===== src/rtl/data_mem_pkg.sv =====
// Shared types and default sizing for the synchronous data memory.
package data_mem_pkg;

  localparam int unsigned DEFAULT_DATA_W = 16;
  localparam int unsigned DEFAULT_DEPTH  = 256;
  localparam int unsigned DEFAULT_ADDR_W = 16;

  typedef enum logic {
    CLEAR = 1'b0,
    READY = 1'b1
  } mem_state_e;

  // Word-index width; a single-word array still needs one index bit.
  function automatic int unsigned idx_width(input int unsigned depth);
    return (depth > 1) ? $clog2(depth) : 1;
  endfunction

endpackage


===== src/rtl/mem_array.sv =====
// Byte-lane-write, synchronous-read RAM. Address is always in range when enabled.
module mem_array #(
  parameter int unsigned DATA_W = 16,
  parameter int unsigned DEPTH  = 256,
  parameter int unsigned IDX_W  = 8
) (
  input  logic                  clk,
  input  logic                  we,
  input  logic [DATA_W/8-1:0]   be,
  input  logic [IDX_W-1:0]      addr,
  input  logic [DATA_W-1:0]     wdata,
  input  logic                  re,
  output logic [DATA_W-1:0]     rdata
);

  logic [DATA_W-1:0] mem [DEPTH];

  // NOTE: the array and its read register have no reset so they map onto a RAM macro;
  // zeroing is done by the controller's clear sweep instead.
  always_ff @(posedge clk) begin
    if (we) begin
      for (int i = 0; i < DATA_W / 8; i++) begin
        if (be[i]) mem[addr][i*8 +: 8] <= wdata[i*8 +: 8];
      end
    end
    if (re) rdata <= mem[addr];
  end

endmodule


===== src/rtl/data_memory_sync.sv =====
// Request/response data memory with a post-reset zero-fill sweep and 1-cycle latency.
module data_memory_sync
  import data_mem_pkg::*;
#(
  parameter int unsigned DATA_W         = DEFAULT_DATA_W,
  parameter int unsigned DEPTH          = DEFAULT_DEPTH,
  parameter int unsigned ADDR_W         = DEFAULT_ADDR_W,
  parameter bit          CLEAR_ON_RESET = 1'b1
) (
  input  logic                  clk,
  input  logic                  rst,
  input  logic                  req_valid,
  output logic                  req_ready,
  input  logic                  req_we,
  input  logic [DATA_W/8-1:0]   req_be,
  input  logic [ADDR_W-1:0]     req_addr,
  input  logic [DATA_W-1:0]     req_wdata,
  output logic                  rsp_valid,
  output logic [DATA_W-1:0]     rsp_rdata,
  output logic                  rsp_err,
  output logic                  init_done
);

  localparam int unsigned      IDX_W       = idx_width(DEPTH);
  localparam logic [ADDR_W:0]  DEPTH_EXT   = (ADDR_W + 1)'(DEPTH);
  localparam logic [IDX_W-1:0] LAST_IDX    = IDX_W'(DEPTH - 1);
  localparam mem_state_e       RESET_STATE = CLEAR_ON_RESET ? CLEAR : READY;

  mem_state_e        state, state_next;
  logic [IDX_W-1:0]  clr_cnt, clr_cnt_next;
  logic              accept, in_range, clearing, rd_sel;

  logic                 mem_we, mem_re;
  logic [DATA_W/8-1:0]  mem_be;
  logic [IDX_W-1:0]     mem_addr;
  logic [DATA_W-1:0]    mem_wdata, mem_rdata;

  assign req_ready = (state == READY);
  assign init_done = (state == READY);
  assign in_range  = ({1'b0, req_addr} < DEPTH_EXT);
  // A request coinciding with rst is dropped: no write, no response.
  assign accept    = req_valid && req_ready && !rst;
  assign clearing  = (state == CLEAR) && !rst;

  // NOTE: every combinational output gets a default first so no latch is inferred.
  always_comb begin
    state_next   = state;
    clr_cnt_next = clr_cnt;
    if (clearing) begin
      if (clr_cnt == LAST_IDX) state_next   = READY;
      else                     clr_cnt_next = clr_cnt + 1'b1;
    end
  end

  // NOTE: sequential state uses non-blocking assignments so all registers see pre-edge values.
  always_ff @(posedge clk) begin
    if (rst) begin
      state   <= RESET_STATE;
      clr_cnt <= '0;
    end else begin
      state   <= state_next;
      clr_cnt <= clr_cnt_next;
    end
  end

  // The sweep owns the RAM port while clearing; requests cannot be accepted then.
  always_comb begin
    mem_we    = accept && req_we && in_range;
    mem_re    = accept && !req_we && in_range;
    mem_be    = req_be;
    mem_addr  = req_addr[IDX_W-1:0];
    mem_wdata = req_wdata;
    if (clearing) begin
      mem_we    = 1'b1;
      mem_be    = '1;
      mem_addr  = clr_cnt;
      mem_wdata = '0;
    end
  end

  mem_array #(
    .DATA_W (DATA_W),
    .DEPTH  (DEPTH),
    .IDX_W  (IDX_W)
  ) u_mem_array (
    .clk   (clk),
    .we    (mem_we),
    .be    (mem_be),
    .addr  (mem_addr),
    .wdata (mem_wdata),
    .re    (mem_re),
    .rdata (mem_rdata)
  );

  always_ff @(posedge clk) begin
    if (rst) begin
      rsp_valid <= 1'b0;
      rsp_err   <= 1'b0;
      rd_sel    <= 1'b0;
    end else begin
      rsp_valid <= accept;
      if (accept) begin
        rsp_err <= !in_range;
        rd_sel  <= !req_we && in_range;
      end
    end
  end

  // RAM read register only loads on in-range reads, so both terms hold between responses.
  assign rsp_rdata = rd_sel ? mem_rdata : '0;

endmodule


===== config.mk =====
export PLATFORM = sky130hd
export DESIGN_NAME = data_memory_sync
export DESIGN_NICKNAME = d
export VERILOG_FILES = /design/src/rtl/data_mem_pkg.sv /design/src/rtl/mem_array.sv /design/src/rtl/data_memory_sync.sv
export SDC_FILE = /design/constraint.sdc
export NUM_CORES = 2
export LEC_CHECK = 0
export BUFFER_PORTS_ARGS = -buffer_cell sky130_fd_sc_hd__buf_2
export CAP_MARGIN = 20
export CORE_ASPECT_RATIO = 0.8
export CORE_MARGIN = 2
export CORE_UTILIZATION = 50
export DETAILED_ROUTE_END_ITERATION = 12
export PLACE_DENSITY = 0.65
export SLEW_MARGIN = 25
export SYNTH_ARGS = -nofsm -noshare
export SYNTH_HDL_FRONTEND = slang
export SYNTH_SLANG_ARGS = --single-unit
export TNS_END_PERCENT = 10

===== constraint.sdc =====
create_clock -name clk -period 11.2 [get_ports clk]
set_clock_uncertainty 0.1 [all_clocks]
set_input_delay 1.68 -clock clk [delete_from_list [all_inputs] [get_ports clk]]
set_output_delay 1.68 -clock clk [all_outputs]
set_load 0.02 [all_outputs]

==> out/qor.txt <==
peak supply drop = 0.0001412 V
share of total power in combinational logic = 6.0%
global-route usage over all layers = 26.33%
share of cells above drive strength 1 = 9.414%
synthesized instance count = 8927
total wire length after detailed routing = 419800 µm
Synth warnings = 0
critical path data arrival time = 6.89 ns
number of antenna violations at the first check in global routing = 21
non-filler instance count after layout = 13214
highest achievable clock rate = 157.4 MHz
Cell Rows = 181
number of enable-type register cells in the synthesized netlist = 4112
timing endpoint of the critical path = u_mem_array.rdata[14]
Final Hold Violating Endpoints = 0
largest net degree at the start of global routing = 220
shortest period the worst path allows = 6.352 ns
total setup buffers inserted after CTS = 0
status = finished, final reports clean
Synth Area per Inst = 17.18 µm²
CP Class = in2reg
Detail Placement HPWL = 238000 µm
total number of H-tree levels = 5
most frequent standard cell in the layout excluding fill and tap cells = sky130_fd_sc_hd__edfxtp_1
Setup TNS Final = 0 ns
post-synthesis async set-or-reset flop share = 0%
drt first-iter violations = 14034
worst setup path start = rst
CTS hold repair buffers = 0
Cell Area, Synth = 0.1533 mm²
final cycle utilization of the critical path = 56.72%
via density per instance = 6.678
NumNets Final = 8898
leakage power = 0.05066 µW
GP Congestion = 0.8595
unrepaired setup endpoints after global routing = false
total overflow reported by the global router = 0
count of cell types in the netlist = 42
slack of the worst reg-to-reg path = 5.27 ns
Worst-Skew Late Latency = 0.92 ns
Post-DRT Antenna Nets = 0
area share of the largest cell type after synthesis = 80.53%
area of the core = 0.3046 mm²
DRC viols = 0
highest-count cells in the layout ignoring fill and taps = 4112 x sky130_fd_sc_hd__edfxtp_1, 2048 x sky130_fd_sc_hd__a22oi_1, 1027 x sky130_fd_sc_hd__a21oi_1
WL/cell = 31.77 µm
worst hold margin = 0.4276 ns
met2 Usage GRT = 39.14%
Die X-Extent = 623.1 µm
Yosys reg bits = 4124
busiest layer in global routing = met1
worst-path cell chain = buf_2 > nor2_8 > o21ai_4 > buf_4 > buf_12 > buf_4 > a22oi_1 > a21oi_1 > o41ai_1 > a41oi_2 > or4_1
startpoint of the most critical register-to-register path = init_done
endpoint class of the critical path = flop
CTS tree = yes
Setup violations, final = 0
Largest delay share family, worst path = compound AO/OA/AOI/OAI gates
# resized after CTS = 0
power density over the cells = 185.9 mW/mm²
number of clock buffers inserted by TritonCTS = 392
first-pass GRT wire length = 600200 µm
portion of the post-synthesis area used by sequential elements = 80.69%
I/O pin count = 58
cell chosen for the clock root = sky130_fd_sc_hd__clkbuf_16
max-cap check violation count = 0
maximum fanout encountered on the critical timing path = 104
worst-case headroom to the max-slew limit = 13.90%
switching power as a share of total power = 22.30%
Bufs and invs on worst path = 4
cell area reported after detailed placement = 0.1578 mm²
internal power = 24570 µW
vias = 88248
share of the core filled with cells in the final layout = 55.87%
maximum cell stage delay along the critical path = 1.09 ns
startpoint types = input port
initial core utilization = 50.34%
clock power share = 40.2%
reg2reg path depth = 10
Clock Tree Buf Depth = 4
cell taking the most area after synthesis = sky130_fd_sc_hd__edfxtp_1
number of global-route vias before repair = 84074
post-placement cell count = 12489
endpoint of the most critical register-to-register path = u_mem_array.rdata[14]
most area-consuming cells after synthesis = sky130_fd_sc_hd__edfxtp_1 81%, sky130_fd_sc_hd__a22oi_1 10%, sky130_fd_sc_hd__a21oi_1 3.4%, sky130_fd_sc_hd__o41ai_1 1.5%, sky130_fd_sc_hd__nor2_1 1.3%
most repeated library cell on the critical path = sky130_fd_sc_hd__buf_4
met3 routing resource usage after global routing = 5.316%
Worst Max-Slew Pin Slew = 1.275 ns
Pins Over Slew Limit = 0
Post-Synthesis Net Count = 8966
number of optimization iterations in the first detailed-route pass = 8
required time worst endpoint = 11.74 ns
met1 global-route usage = 39.49%
post-route design area = 0.1702 mm²
prevailing post-synth register cell = sky130_fd_sc_hd__edfxtp_1
Area Overhead vs Synth = 10.99%
die area = 0.3111 mm²
total of buffers placed on input and output ports = 57
class of the most critical hold timing path = reg2reg
Switching Power = 7054 µW
total stage count of the critical path = 11
clock-pin slew on the worst setup and hold paths = 0.06 ns
total number of clock tree sinks = 4124
Die Y = 499.3 µm
Crit-path slowest cell = sky130_fd_sc_hd__o41ai_1
part of the power in registers = 53.8%
[worst min path at each step]
stage / slack, ns / start / endpoint / cells past startpoint
finish: 0.43 / rsp_err / rsp_err / 2
global route: 0.47 / rsp_err / rsp_err / 2
CTS: 0.43 / rsp_err / rsp_err / 2
detailed placement: 0.41 / rsp_err / rsp_err / 2
global placement: 0.41 / clr_cnt[6] / clr_cnt[6] / 2
floorplan: 0.39 / clr_cnt[6] / clr_cnt[6] / 2
[cell type report]
cell class                 count  area, µm²
clock inverter               233       1994
antenna                       21      52.55
sequential                  4124     123700
timing repair buffer         228       2102
clock buffer                 469      10180
inverter                       7      26.28
tap                         4026       5037
fill                       22786     134400
multi-input combinational   4106      27060
[sequential cells by signal (all words and copies together), names as in the netlist]
register	count
rsp_valid	1
rd_sel	1
u_mem_array.mem	4096
clr_cnt	8
init_done	1
rsp_err	1
u_mem_array.rdata	16
[cell usage after synthesis, drive strengths merged (2+ instances only)]
cell type / instances
and2: 32
o41ai: 256
a31oi: 2
or2: 2
a21oi: 1027
buf: 436
or3: 3
clkbuf: 254
or4b: 2
o21a: 6
a41oi: 64
nor4: 2
nand3b: 6
nor3: 2
nand2b: 6
xnor2: 4
o21ai: 13
o31a: 2
nand2: 59
a22oi: 2048
edfxtp: 4112
o31ai: 4
or4: 18
nand3: 9
inv: 7
nor2: 533
dfxtp: 12
[cells by family (layout without fill, tap and decap cells)]
family	Yosys count	after routing	synth area share (%)
multiplexers	1	1	0.006529
buffers and inverters	697	937	2.112
adder cells (fa/ha/maj)	1	1	0.008159
other	0	21	0
AND/OR/NAND/NOR	676	676	1.821
flip-flops	4124	4124	80.69
AO/OA/AOI/OAI	3423	3423	15.33
XOR/XNOR	5	5	0.02856
[worst register-to-register path, delay by kind of cell, from the launching register on]
| kind | cells | cell delay (ns) |
|---|---|---|
| AO/OA/AOI/OAI | 5 | 2.60 |
| buffers and inverters | 3 | 1.25 |
| flip-flops | 1 | 0.50 |
| AND/OR/NAND/NOR | 2 | 1.19 |
[power groups by stage]
| stage | Clock [µW] | Sequential (µW) | Combinational (µW) |
|---|---|---|---|
| final | 12700 | 17000 | 1900 |
| after global routing | 13400 | 17000 | 2010 |
| after CTS | 12800 | 17000 | 1870 |
| after detailed placement | 0 | 17300 | 1870 |
| after global placement | 0 | 17300 | 1830 |
| after floorplan | 0 | 17400 | 1110 |
[layer usage]
| layer | share of wire (%) | wire (µm) |
|---|---|---|
| met1 | 40 | 169200 |
| met2 | 45 | 189000 |
| met3 | 12 | 48790 |
| met4 | 3.0 | 12730 |
| met5 | 0.0064 | 27 |
[through the flow]
stage	power, µW	worst slack [ns]
after detailed placement	19200	4.161
final	31630	4.848
after CTS	31690	5.120
after floorplan	18500	4.538
after global routing	32400	4.918
after global placement	19160	3.969
No activity file was read; power rests on OpenSTA's default activity.
